[config.mk]
export PLATFORM = sky130hd
export DESIGN_NAME = aca_vlsa_adder
export DESIGN_NICKNAME = d
export VERILOG_FILES = /design/src/rtl/aca_pkg.sv /design/src/rtl/aca_spec_core.sv /design/src/rtl/aca_vlsa_adder.sv
export SDC_FILE = /design/constraint.sdc
export NUM_CORES = 1
export LEC_CHECK = 0
export ABC_AREA = 1
export CORE_MARGIN = 2
export CORE_UTILIZATION = 40
export DETAILED_ROUTE_END_ITERATION = 7
export PLACE_DENSITY_LB_ADDON = 0.2
export RECOVER_POWER = 50
export SLEW_MARGIN = 20
export SYNTH_ARGS = -nofsm -noshare
export SYNTH_HDL_FRONTEND = slang
export SYNTH_SLANG_ARGS = --single-unit
[constraint.sdc]
create_clock -name clk_i -period 4 [get_ports clk_i]
set_input_delay 0.8 -clock clk_i [delete_from_list [all_inputs] [get_ports clk_i]]
set_output_delay 0.8 -clock clk_i [all_outputs]
set_load 0.03 [all_outputs]
[src/rtl/aca_pkg.sv]
// Shared types and helpers for the variable-latency almost-correct adder.
// Supports operand widths up to ACA_MAX_W bits.
package aca_pkg;

  typedef enum logic {
    RUN = 1'b0,
    FIX = 1'b1
  } aca_state_e;

  localparam int ACA_WIDTH  = 16;
  localparam int ACA_WINDOW = 8;
  localparam int ACA_MAX_W  = 64;

  // True when p holds WINDOW consecutive ones starting at bit 1 or above.
  // p is zero-extended, so runs cannot extend past the real operand width.
  function automatic logic aca_run_flag(input logic [ACA_MAX_W-1:0] p,
                                        input int window);
    logic [ACA_MAX_W-1:0] run;
    run = p;
    for (int j = 1; j < ACA_MAX_W; j++) begin
      if (j < window) run = run & (p >> j);
    end
    return |run[ACA_MAX_W-1:1];
  endfunction

endpackage

[src/rtl/aca_spec_core.sv]
// Windowed-carry speculative sum and speculation-hazard flag.
// Purely combinational.
module aca_spec_core
  import aca_pkg::*;
#(
  parameter int WIDTH  = ACA_WIDTH,
  parameter int WINDOW = ACA_WINDOW
) (
  input  logic [WIDTH-1:0] a,
  input  logic [WIDTH-1:0] b,
  output logic [WIDTH:0]   spec_sum,
  output logic             flag
);

  logic [WIDTH-1:0] p;
  logic [WIDTH:1]   cspec;

  assign p = a ^ b;

  // Each carry is the carry-out of a short add over the look-back window;
  // a wrapped window sum smaller than an addend means it overflowed.
  for (genvar i = 1; i <= WIDTH; i++) begin : g_carry
    localparam int LO = (i > WINDOW) ? i - WINDOW : 0;
    localparam int N  = i - LO;
    logic [N-1:0] wa, wb, ws;
    assign wa       = a[i-1:LO];
    assign wb       = b[i-1:LO];
    assign ws       = wa + wb;
    assign cspec[i] = (ws < wa);
  end

  assign spec_sum[0] = p[0];
  for (genvar i = 1; i < WIDTH; i++) begin : g_sum
    assign spec_sum[i] = p[i] ^ cspec[i];
  end
  assign spec_sum[WIDTH] = cspec[WIDTH];

  assign flag = aca_run_flag(ACA_MAX_W'(p), WINDOW);

endmodule

[src/rtl/aca_vlsa_adder.sv]
// Variable-latency speculative adder: returns the windowed-carry sum in two
// cycles, or spends one extra cycle on the exact sum for flagged exact beats.
module aca_vlsa_adder
  import aca_pkg::*;
#(
  parameter int WIDTH  = ACA_WIDTH,
  parameter int WINDOW = ACA_WINDOW,
  parameter int CNT_W  = 16
) (
  input  logic             clk_i,
  input  logic             rst_i,
  input  logic             in_valid_i,
  output logic             in_ready_o,
  input  logic [WIDTH-1:0] add1_i,
  input  logic [WIDTH-1:0] add2_i,
  input  logic             approx_i,
  output logic             out_valid_o,
  input  logic             out_ready_i,
  output logic [WIDTH:0]   result_o,
  output logic             err_o,
  output logic [CNT_W-1:0] fix_cnt_o
);

  aca_state_e       state_q, state_d;
  logic [WIDTH-1:0] a_q, b_q;
  logic             mode_q, v1_q;
  logic [WIDTH:0]   spec_sum, exact_sum, s2_result;
  logic             flag, need_fix, s2_free, s2_load, s2_err, accept;

  aca_spec_core #(
    .WIDTH (WIDTH),
    .WINDOW(WINDOW)
  ) u_spec (
    .a       (a_q),
    .b       (b_q),
    .spec_sum(spec_sum),
    .flag    (flag)
  );

  // Multicycle path: S1 operands are held for the RUN->FIX cycle and FIX.
  assign exact_sum = {1'b0, a_q} + {1'b0, b_q};
  assign s2_free   = !out_valid_o || out_ready_i;
  assign need_fix  = v1_q && flag && !mode_q;
  assign accept    = in_valid_i && in_ready_o;

  always_comb begin
    state_d    = state_q;
    s2_load    = 1'b0;
    s2_result  = '0;
    s2_err     = 1'b0;
    in_ready_o = !v1_q;
    case (state_q)
      RUN: begin
        if (need_fix) begin
          state_d = FIX;
        end else if (v1_q && s2_free) begin
          s2_load    = 1'b1;
          s2_result  = spec_sum;
          s2_err     = flag;
          in_ready_o = 1'b1;
        end
      end
      FIX: begin
        if (s2_free) begin
          s2_load   = 1'b1;
          s2_result = exact_sum;
          s2_err    = 1'b1;
          state_d   = RUN;
        end
      end
      default: state_d = RUN;
    endcase
  end

  always_ff @(posedge clk_i or posedge rst_i) begin
    if (rst_i) state_q <= RUN;
    else       state_q <= state_d;
  end

  always_ff @(posedge clk_i or posedge rst_i) begin
    if (rst_i) begin
      a_q    <= '0;
      b_q    <= '0;
      mode_q <= 1'b0;
      v1_q   <= 1'b0;
    end else if (accept) begin
      a_q    <= add1_i;
      b_q    <= add2_i;
      mode_q <= approx_i;
      v1_q   <= 1'b1;
    end else if (s2_load) begin
      v1_q   <= 1'b0;
    end
  end

  always_ff @(posedge clk_i or posedge rst_i) begin
    if (rst_i) begin
      out_valid_o <= 1'b0;
      result_o    <= '0;
      err_o       <= 1'b0;
    end else if (s2_load) begin
      out_valid_o <= 1'b1;
      result_o    <= s2_result;
      err_o       <= s2_err;
    end else if (out_ready_i) begin
      out_valid_o <= 1'b0;
    end
  end

  always_ff @(posedge clk_i or posedge rst_i) begin
    if (rst_i) begin
      fix_cnt_o <= '0;
    end else if (s2_load && s2_err && (fix_cnt_o != '1)) begin
      fix_cnt_o <= fix_cnt_o + CNT_W'(1);
    end
  end

endmodule
* After elaboration in Yosys (flattened, before gate mapping) *
Cells that the tools add are included.
W data, S select, Z words.

storage, ports and cells
  output and inout port bits = 36
  logic and storage cells = 102
  bits in registers = 70
  bits of input ports = 37

cells by class
  multiplexer cells = 21
  equal/unequal tests = 1
  $lt $le $gt $ge = 16
  reductions and logical operators = 13
  add/sub/neg operators = 18
  bitwise operators = 24

operator list
  operator                 count
  $add A8 B8 Y8            9
  $lt A8 B8 Y1             9
  $and A64 B10 Y64         1
  $and A64 B11 Y64         1
  $and A64 B12 Y64         1
  $and A64 B13 Y64         1
  $and A64 B14 Y64         1
  $and A64 B9 Y64          1
  $reduce_or A63 Y1        1
  $mux W17                 3
  $pmux W17 S2             1
  $add A16 B16 Y17         1
  $add A16 B1 Y16 const B  1
  $and A16 B15 Y16         1
  $ne A16 B16 Y1 const B   1
  $xor A16 B16 Y16         1
  $xor A1 B1 Y1            15
  $mux W1                  14
  $add A7 B7 Y7            1
  $lt A7 B7 Y1             1
  $add A6 B6 Y6            1
  $logic_and A1 B1 Y1      6
  $lt A6 B6 Y1             1
  $pmux W1 S2              3
  other kinds (14)         17

* Logic depth before layout (Yosys ltp) *
Gate-level depths: netlist of run 1.

  depth after elaboration = 15
  mapped depth = 20
  gate-level depth less buffers = 20

* Hierarchy *
Synthesis of run 1 repeated with hierarchy kept, for this count alone.

unflattened totals
  cell total of the unflattened synthesis = 1,165
  area total of the unflattened synthesis = 7,607.3 um^2

by module, submodules not included
  module          area an instance (um^2)  seq. area each (um^2)  cells each  instances
  aca_vlsa_adder  4,191.5                  1,751.7                592         1
  aca_spec_core   3,415.8                  0.0                    573         1

* Least setup slack after synthesis of run 1 *
No wires, ideal clock.

  kind = register to register
  start point = register a_q[8]
  end point = register result_o[13]
  path slack = 1.243 ns
  cell stages (with the launch flop) = 19
  required time = 3.875 ns
  buffers on the path = 0
  setup time = 0.125 ns
  arrival time = 2.632 ns
  clock period less this slack = 2.757 ns
  cells stage by stage = dfrtp_1 > ha_1 > inv_1 > fa_1 > o21ai_0 > nor2_1 > or2_2 > inv_1 > nand2_1 > o21ai_0 > ha_1 > nand2_1 > inv_1 > nor3_1 > nand3_1 > nand2_1 > inv_1 > nand3_1 > nand3_1

between the ends
  longest elaborated chain between the ends = 13
  elaborated cells between the ends (all ways) = 21
  those cells by class = add/sub: 2; order compare: 1; mux: 6; bitwise: 9; reduce/logical: 3

RTL lines
  element                                                                 RTL line               RTL
  start: declaration                                                      aca_vlsa_adder.sv:25   logic [WIDTH-1:0] a_q, b_q;
  start signal: assignment                                                aca_vlsa_adder.sv:87   a_q <= add1_i;
  parallel branches: the longest is 13 deep, another holds $add A8 B8 Y8  n/a
  end signal: assignment                                                  aca_vlsa_adder.sv:103  result_o <= s2_result;
  end: declaration                                                        aca_vlsa_adder.sv:19   output logic [WIDTH:0] result_o,

Several ways; the timed one is not identified.
A chain may end at the register's enable or synchronous reset.

* Final worst setup path of run 1 *
  start point = register a_q[6]
  end point = output in_ready_o

between the ends
  longest elaborated chain between the ends = 13

RTL lines
  element                             RTL line              RTL
  $xor A16 B16 Y16 *                  aca_spec_core.sv:18   assign p = a ^ b;
  $and A16 B15 Y16                    aca_pkg.sv:21         if (j < window) run = run & (p >> j);
  $and A64 B14 Y64                    aca_pkg.sv:21
  $and A64 B13 Y64                    aca_pkg.sv:21
  $and A64 B12 Y64                    aca_pkg.sv:21
  $and A64 B11 Y64 *                  aca_pkg.sv:21
  $and A64 B10 Y64 *                  aca_pkg.sv:21
  $and A64 B9 Y64 *                   aca_pkg.sv:21
  $reduce_or A63 Y1 *                 aca_pkg.sv:23         return |run[ACA_MAX_W-1:1];
  $logic_and A1 B1 Y1 * (2 in a row)  aca_vlsa_adder.sv:43  assign need_fix = v1_q && flag && !mode_q;
  $mux W1 *                           aca_vlsa_adder.sv:54  if (need_fix) begin
  $mux W1 *                           aca_vlsa_adder.sv:52  case (state_q)
  end: declaration                    aca_vlsa_adder.sv:13  output logic in_ready_o,

Mark *: on every way between the ends. The rest lies on a longest branch, timed or not.

==> results of run 1 <==
==> sequential cells by signal (all words and copies together) (netlist names) <==
| register | cells |
|---|---|
| state_q | 1 |
| mode_q | 1 |
| fix_cnt_o | 16 |
| err_o | 1 |
| v1_q | 1 |
| result_o | 17 |
| b_q | 16 |
| a_q | 16 |
| out_valid_o | 1 |
==> layer usage <==
layer	part of all wire, %	routed length, µm	GRT usage, %
met2	44	9160	36.1
met5	0	0	0
met1	49	10300	34.9
met3	6.2	1310	4.47
met4	1.5	310	6.08
==> synth_stat cells, types with 2 or more instances <==
library cell  number
buf_4              8
buf_6              6
nand4_4            2
nand4_1           36
o21ai_0           45
or2_2              2
nor2_1            53
nor2_4             2
a21boi_0           2
o21a_1             2
fa_1               9
ha_1              88
xor2_1            47
nand2_2            3
buf_1              3
a31oi_1            5
xnor2_1           19
nand3_1           83
nand2_4            3
nand2_1          283
inv_1            113
nor2_2             7
nor3_1             6
dfrtp_1           70
clkbuf_1           8
buf_2              8
a21oi_1           45
o21bai_1           3
==> path summary, 6_finish.rpt <==
path / slack, ns / from / depth (start not counted) / endpoint
max: 0.23 / a_q[6] / 10 / in_ready_o
min in group asynchronous: 1.23 / rst_i / 2 / mode_q
max in group asynchronous: 1.07 / rst_i / 3 / result_o[10]
max reg2reg: 0.70 / a_q[6] / 15 / result_o[11]
min reg2reg: 0.47 / mode_q / 2 / mode_q
min: 0.47 / mode_q / 2 / mode_q
==> kinds of logic (layout without fill, tap and decap cells) <==
logic type	after synthesis	in the layout	synth area share [%]
xor+xnor	66	66	8.30
fa+ha+maj	97	97	18.4
compound gates	105	105	7.97
simple gates	485	485	30.9
flops	70	70	25.1
buf+inv	149	220	9.27
==> final cells by class <==
class	instances	area [µm²]	area share (%)
Clock buffer	11	243	2.98
Timing Repair Buffer	89	841	10.3
Inverter	115	432	5.29
Multi-Input combinational cell	753	4570	56.1
Sequential cell	70	1750	21.5
Clock inverter	5	35.0	0.429
Tap cell	225	282	3.45
==> stage by stage <==
step / worst slack [ns] / std cells / util (%) / hold WS (ns)
floorplan: 1.24 / 972 / - / 0.442
global placement: 0.672 / 1252 / 45.9 / 0.457
detailed placement: 0.627 / 1252 / 45.9 / 0.460
CTS: 0.237 / 1268 / 47.5 / 0.475
global route: 0.120 / 1268 / 47.5 / 0.505
finish: 0.235 / 1268 / 47.5 / 0.471
==> worst max-delay path: cells and delay by family (launching register included) <==
family,cells,cell delay [ns]
adder cells (fa/ha/maj),1,0.57
flip-flops,1,0.42
buffers and inverters,1,0.59
AND/OR/NAND/NOR,8,1.05
==> out/metrics.yaml, run 1 <==
yosys:
  ys_seq_area_share_pct: 25.1
  synth_area_leaders: "dfrtp_1 25%, ha_1 16%, nand2_1 15%"
  ys_seq_elements: 70
  avgSynthCellArea_um2: 7.17
  synth_cell_type_count: 39
  synth_flop_cell: "dfrtp_1"
  ys_warn_count: 0
  syn_inst: 972
  synth_top_area_cell: "dfrtp_1"
  netlist_area_um2: 6970
  async_reset_ff_share_pct: 100
  synth_top_area_share_pct: 25.1
  synth_edf_count: 0
  synthesis.nets: 1106
clocking:
  cts_setup_buffers: 0
  clock_tree.buffer_depth: 2
  cts_root_buffer: "clkbuf_16"
  cts_resized: 0
  cts_tree: "yes"
  clock_sinks: 70
  postCtsHoldBufs: 0
  cts_max_level: 3
  clk-insertion-delay-late_ns: 0.35
  cts_made_buffers: 9
  clkTransAtPathRegs_ns: 0.06
sta:
  relSlewSlack_pct: 17.5
  fin_skew_ns: 0.00731
  layout_min_cycle_time_ns: 3.77
  finalHoldViolCount: 0
  max_freq_ghz: 0.266
  slew_violations: 0
  post-route-period-util_pct: 94.1
  worst_pin_slew_ns: 1.24
  fin_tns_setup_ns: 0
  finalSetupViolCount: 0
  grt_setup_unrepaired: "false"
cells_and_area:
  most-common-layout-cells: "283 x nand2_1, 113 x inv_1, 88 x ha_1"
  nNetsFinal: 1172
  num-fill-cells: 1811
  drive_gt1_share_pct: 5.18
  syn2layout_area_growth_pct: 17.1
  antenna_cells: 0
  post-route-cell-area_um2: 8160
  layout_commonest_cell: "nand2_1"
worst_setup_path:
  crit_chain: "ha_1, nand2_1, nor2_2, nand2_1, nand2_1, nor2_2, nand2_4, nand4_4, and2_1, clkdlybuf4s50_1"
  crit_arrival_ns: 2.97
  slowest_delay_ns: 0.59
  cp_data_required_time_ns: 3.20
  worstSetupPathType: "reg -> out"
  crit_top_cell: "nand2_1"
  crit_slowest_cell: "clkdlybuf4s50_1"
  worstSetupStartpointType: "flip-flop"
  end_kind: "primary output"
  path_max_fanout: 10
global_routing:
  antenna_found_initial: 0
  grt_start_max_net_pins: 36
  grt_pass1_wl_um: 33700
  grt_use_total_pct: 23.9
  overflow: 0
  grt_pass1_vias: 6178
route:
  drtIter0Drc: 474
  viasPerCell: 5.11
  wire_per_inst_um: 16.6
  ant_nets: 0
  drc: 0
  wl_um: 21000
  vias: 6474
  drtPass1Iterations: 6
floorplan:
  start_util_pct: 40.6
  fp.dieH_um: 136
  ios: 73
  core_area_um2: 17200
  rows: 48
  dieArea_um2: 18500
  die_x_um: 136
placed_design:
  placed_cell_area_um2: 7890
  io_buffer_count: 72
  dp_hpwl_um: 16900
  globalplace.congestion: 0.944
flow_run:
  cap_violations: 0
hold_path:
  hold_class: "reg -> reg"
run_status:
  status: "complete, no violations"
Power of run 1 is not shown: default switching activity piles up to over one toggle a cycle in this logic, so the estimate is an artifact.
==> run 2: changes to the inputs <==
--- a/config.mk
+++ b/config.mk
@@ -7,7 +7,7 @@
 export LEC_CHECK = 0
 export ABC_AREA = 1
 export CORE_MARGIN = 2
-export CORE_UTILIZATION = 40
+export CORE_UTILIZATION = 35
 export DETAILED_ROUTE_END_ITERATION = 7
 export PLACE_DENSITY_LB_ADDON = 0.2
 export RECOVER_POWER = 50
==> run 2 against run 1 <==
Effect of this change:
- the run now ends with max-capacitance violations, max-slew violations left
- highest routed layer unchanged
- routed wire length up 4.3%
- clock-buffer cell count down 1
- non-clock buffer count down 1
- worst setup slack worse by 0.059 ns
- largest cell class unchanged
- final cell count up 3.1%
- first-iteration DRC count down 25%
- register-to-register slack worse by 0.05 ns
- core utilization down 5.3 points
- global-route usage down 2.7 points
- maximum frequency down 1.5%
- sequential share of layout area down 0.23 points
- worst hold slack better by 0.0023 ns
==> out/metrics.yaml, run 2 (synthesized netlist as in run 1, its figures left out) <==
run_status:
  status: "complete, but fails checks"
  violations: "max-capacitance violations, max-slew violations"
floorplan:
  rows: 51  # +6.3%
  dieArea_um2: 21100  # +14%
  fp.dieH_um: 145  # +6.7%
  start_util_pct: 35.7  # -4.9 points
  die_x_um: 145  # +6.7%
  ios: 73  # unchanged
  core_area_um2: 19500  # +14%
worst_setup_path:
  worstSetupStartpointType: "flip-flop"
  crit_family: "simple AND/OR/NAND/NOR gates"
  crit_buf_inv: 1  # unchanged
  r2r_start: "a_q[8]"
  crit_start: "a_q[7]"
  endpoint: "in_ready_o"
  worstSetupPathType: "reg -> out"
  slowest_delay_ns: 0.62  # +0.03 ns
  path_max_fanout: 11  # +1
  path_depth: 10  # unchanged
  crit_arrival_ns: 3.02  # +0.05 ns
  cp_data_required_time_ns: 3.20  # about the same
  rrSetupSlack_ns: 0.65  # -0.05 ns
  end_kind: "primary output"
  crit_slowest_cell: "clkdlybuf4s50_1"
  crit_top_cell: "nand2_1"
  reg2reg_depth: 19  # +4
  crit_chain: "ha_1, nand2_1, nor2_2, nand2_1, nand2_1, nor2_2, nand2_4, nand4_4, and2_1, clkdlybuf4s50_1"
  r2r-end: "result_o[13]"
clocking:
  postCtsHoldBufs: 0  # unchanged
  clk-insertion-delay-late_ns: 0.35  # about the same
  cts_setup_buffers: 0  # unchanged
  cts_made_buffers: 9  # unchanged
  cts_tree: "yes"
  clock_tree.buffer_depth: 2  # unchanged
  cts_root_buffer: "clkbuf_16"
  clock_sinks: 70  # unchanged
  clkTransAtPathRegs_ns: 0.07  # about the same
  cts_max_level: 3  # unchanged
  cts_resized: 0  # unchanged
route:
  wl_um: 21900  # +4.3%
  ant_nets: 0  # unchanged
  drtIter0Drc: 355  # -25%
  drtPass1Iterations: 6  # unchanged
  vias: 6444  # -0.46%
  drc: 0  # unchanged
  viasPerCell: 4.93  # -3.4%
  wire_per_inst_um: 16.8  # +1.2%
placed_design:
  globalplace.congestion: 0.937  # -0.72%
  io_buffer_count: 72  # unchanged
  dp_hpwl_um: 17500  # +3.1%
global_routing:
  overflow: 0  # unchanged
  grt_start_max_net_pins: 36  # unchanged
  grt_pass1_vias: 6269  # +1.5%
  grt_use_total_pct: 21.2  # -2.7 points
  grt_pass1_wl_um: 35300  # +4.8%
  antenna_found_initial: 0  # unchanged
cells_and_area:
  nNetsFinal: 1171  # -0.085%
  most-common-layout-cells: "283 x nand2_1, 113 x inv_1, 88 x ha_1"
  antenna_cells: 0  # unchanged
  layout_commonest_cell: "nand2_1"
  regMostFlops: "result_o"
  syn2layout_area_growth_pct: 18.3
  drive_gt1_share_pct: 5.09  # -0.091 points
  largest_reg_flops: 17  # unchanged
sta:
  fin_skew_ns: 0.00971  # +0.00240 ns
  fin_tns_setup_ns: 0  # unchanged
  max_freq_ghz: 0.261  # -1.5%
  layout_min_cycle_time_ns: 3.82  # +0.0591 ns
  worst_pin_slew_ns: 1.50  # +0.268 ns
  relSlewSlack_pct: -0.292  # -18 points
  finalHoldViolCount: 0  # unchanged
  slew_violations: 26  # +26
  grt_setup_unrepaired: "false"
  finalSetupViolCount: 0  # unchanged
  post-route-period-util_pct: 95.6  # +1.5 points
flow_run:
  cap_violations: 1  # +1
hold_path:
  hold_class: "reg -> reg"
==> run 2: how the worst min path moves through the flow <==
stage	start	end	slack, ns	depth (start not counted)
global placement	mode_q	mode_q	0.46	2
CTS	b_q[13]	b_q[13]	0.48	2
detailed placement	b_q[13]	b_q[13]	0.47	2
finish	result_o[3]	result_o[3]	0.47	2
floorplan	mode_q	mode_q	0.44	2
global route	mode_q	mode_q	0.51	2
==> run 2: routing by layer <==
layer	share of wire, %	vias up	global-route usage (%)	wire (µm)
met5	0	-	0	0
met4	1.9	0	5.98	415
met3	4.8	23	3.49	1050
met2	44	169	32.6	9570
met1	50	2966	30.7	10900
li1	-	3286	-	-
==> run 2: per-stage QoR <==
stage               setup slack [ns]  utilization (%)  cells  hold WS, ns  cell area [µm²]
CTS                            0.178             42.3   1307        0.484             8250
global placement               0.600             40.6   1291        0.460             7930
global route                0.000613             42.2   1307        0.513             8250
detailed placement             0.571             40.6   1291        0.468             7930
finish                         0.176             42.2   1307        0.474             8250
floorplan                       1.24                -    972        0.442             6970
==> run 2: layout make-up <==
class,count,area [µm²]
Clock buffer,10,229
Timing Repair Buffer,88,833
Multi-Input combinational cell,753,4570
Fill cell,2116,11300
Inverter,115,432
Clock inverter,6,93.8
Tap cell,265,332
Sequential cell,70,1750
==> run 2: worst min-delay path, delay by kind of cell, from the launching register on <==
family	cells	cell delay [ns]
DFF	1	0.33
and+or+nand+nor	2	0.11
Power of run 2 is left out for the same reason.
==> run 3: changes to the inputs <==
--- a/config.mk
+++ b/config.mk
@@ -11,7 +11,7 @@
 export DETAILED_ROUTE_END_ITERATION = 7
 export PLACE_DENSITY_LB_ADDON = 0.2
 export RECOVER_POWER = 50
-export SLEW_MARGIN = 20
+export SLEW_MARGIN = 30
 export SYNTH_ARGS = -nofsm -noshare
 export SYNTH_HDL_FRONTEND = slang
 export SYNTH_SLANG_ARGS = --single-unit
==> constraint.sdc (replaced) <==
create_clock -name clk_i -period 4.2 [get_ports clk_i]
set_input_delay 0.84 -clock clk_i [delete_from_list [all_inputs] [get_ports clk_i]]
set_output_delay 0.84 -clock clk_i [all_outputs]
set_load 0.03 [all_outputs]
==> run 3 against run 2 <==
Effect of this change:
- the run now ends clean
- critical path depth is the same
- global-route usage shrank 0.53 points
- core utilization shrank 0.25 points
- largest cell class unchanged
- highest routed layer unchanged
==> out/metrics.yaml, run 3 (synthesized netlist as in run 1, its figures left out) <==
route:
  wire_per_inst_um: 16.4  # -2.2%
  viasPerCell: 4.89  # -0.83%
  wl_um: 21400  # -2.4%
  drtPass1Iterations: 5  # -1
  vias: 6376  # -1.1%
  ant_nets: 0  # unchanged
  drc: 0  # unchanged
  drtIter0Drc: 345  # -2.8%
clocking:
  clk-insertion-delay-late_ns: 0.34  # about the same
  clock_tree.buffer_depth: 2  # unchanged
  clock_sinks: 70  # unchanged
  cts_max_level: 3  # unchanged
  clkTransAtPathRegs_ns: 0.06  # about the same
  cts_root_buffer: "clkbuf_16"
  cts_resized: 0  # unchanged
  cts_setup_buffers: 0  # unchanged
  postCtsHoldBufs: 0  # unchanged
  cts_tree: "yes"
  cts_made_buffers: 9  # unchanged
worst_setup_path:
  crit_chain: "ha_1, nand2_1, nor2_2, nand2_1, nand2_1, nor2_2, nand2_4, nand4_4, and2_1, clkdlybuf4s50_1"
  slowest_delay_ns: 0.61  # about the same
  end_kind: "primary output"
  rrSetupSlack_ns: 0.76  # +0.11 ns
  endpoint: "in_ready_o"
  crit_top_cell: "nand2_1"
  cp_data_required_time_ns: 3.36  # +0.16 ns
  path_max_fanout: 11  # unchanged
  worstSetupStartpointType: "flip-flop"
  crit_slowest_cell: "ha_1"
  crit_start: "a_q[7]"
  reg2reg_depth: 18  # -1
  r2r-end: "result_o[13]"
  r2r_start: "a_q[10]"
  crit_arrival_ns: 3.06  # +0.04 ns
  worstSetupPathType: "reg -> out"
floorplan:
  ios: 73  # unchanged
  dieArea_um2: 21100  # unchanged
  fp.dieH_um: 145  # unchanged
  core_area_um2: 19500  # unchanged
  die_x_um: 145  # unchanged
  start_util_pct: 35.7  # unchanged
  rows: 51  # unchanged
flow_run:
  cap_violations: 0  # -1
cells_and_area:
  syn2layout_area_growth_pct: 17.6
  most-common-layout-cells: "283 x nand2_1, 113 x inv_1, 88 x ha_1"
  layout.cells.non_filler: 1304  # -0.23%
  drive_gt1_share_pct: 4.91  # -0.18 points
  nNetsFinal: 1168  # -0.26%
  seqCellArea_um2: 1750  # unchanged
  regMostFlops: "result_o"
  post-route-cell-area_um2: 8200  # -0.59%
  num-fill-cells: 2079  # -1.7%
  multi_input_area_um2: 4570  # unchanged
  antenna_cells: 0  # unchanged
  largest_reg_flops: 17  # unchanged
  layout_commonest_cell: "nand2_1"
sta:
  grt_setup_unrepaired: "false"
  max_freq_ghz: 0.257
  relSlewSlack_pct: 12.8  # +13 points
  fin_skew_ns: 0.00907  # -0.000638 ns
  whs_ns: 0.474  # -0.000137 ns
  finalSetupViolCount: 0  # unchanged
  post-route-period-util_pct: 92.8
  layout_min_cycle_time_ns: 3.90
  finalHoldViolCount: 0  # unchanged
  slew_violations: 0  # -100%
  worst_pin_slew_ns: 1.31  # -0.196 ns
  fin_tns_setup_ns: 0  # unchanged
hold_path:
  hold_class: "reg -> reg"
placed_design:
  globalplace.congestion: 0.961  # +2.6%
  dpl.cell_count: 1288  # -0.23%
  placed_cell_area_um2: 7920  # -0.13%
  io_buffer_count: 72  # unchanged
  dp_hpwl_um: 17400  # -0.48%
global_routing:
  grt_use_total_pct: 20.7  # -0.53 points
  grt_pass1_vias: 6169  # -1.6%
  grt_pass1_wl_um: 34600  # -2.1%
  grt_start_max_net_pins: 52  # +44%
  overflow: 0  # unchanged
  antenna_found_initial: 1  # +1
run_status:
  status: "complete, no violations"
-- run 3: area by class of cell --
cell class,instances,share of cell area [%]
Timing Repair Buffer,85,9.95
Inverter,115,5.27
Tap cell,265,4.05
Clock buffer,11,2.84
Sequential cell,70,21.4
Multi-Input combinational cell,753,55.8
Clock inverter,5,0.717
-- run 3: how the worst min path moves through the flow --
stage	end	slack (ns)	cells past startpoint	startpoint
floorplan	mode_q	0.44	2	mode_q
global placement	mode_q	0.46	2	mode_q
CTS	mode_q	0.48	2	mode_q
global route	b_q[0]	0.51	2	b_q[0]
detailed placement	mode_q	0.47	2	mode_q
finish	b_q[0]	0.47	2	b_q[0]
-- run 3: stage by stage --
stage          setup slack (ns)  util (%)
2_1_floorplan              1.44         -
3_3_place_gp              0.719      40.6
3_5_place_dp              0.659      40.6
4_1_cts                   0.277      42.1
5_1_grt                  0.0767      42.0
6_report                  0.302      42.0
-- run 3: critical path: cells and delay by family (launching register included) --
| family | cells | cell delay, ns |
|---|---|---|
| and+or+nand+nor | 8 | 1.08 |
| adders and majority gates | 1 | 0.61 |
| buffers and inverters | 1 | 0.61 |
| DFF | 1 | 0.41 |
-- run 3: routing by layer --
metal  track usage, %  part of all wire (%)
met5                0                     0
met2             31.6                    43
met4             5.83                   2.0
met3             3.08                   4.2
met1             30.2                    50
Power of run 3 is left out for the same reason.
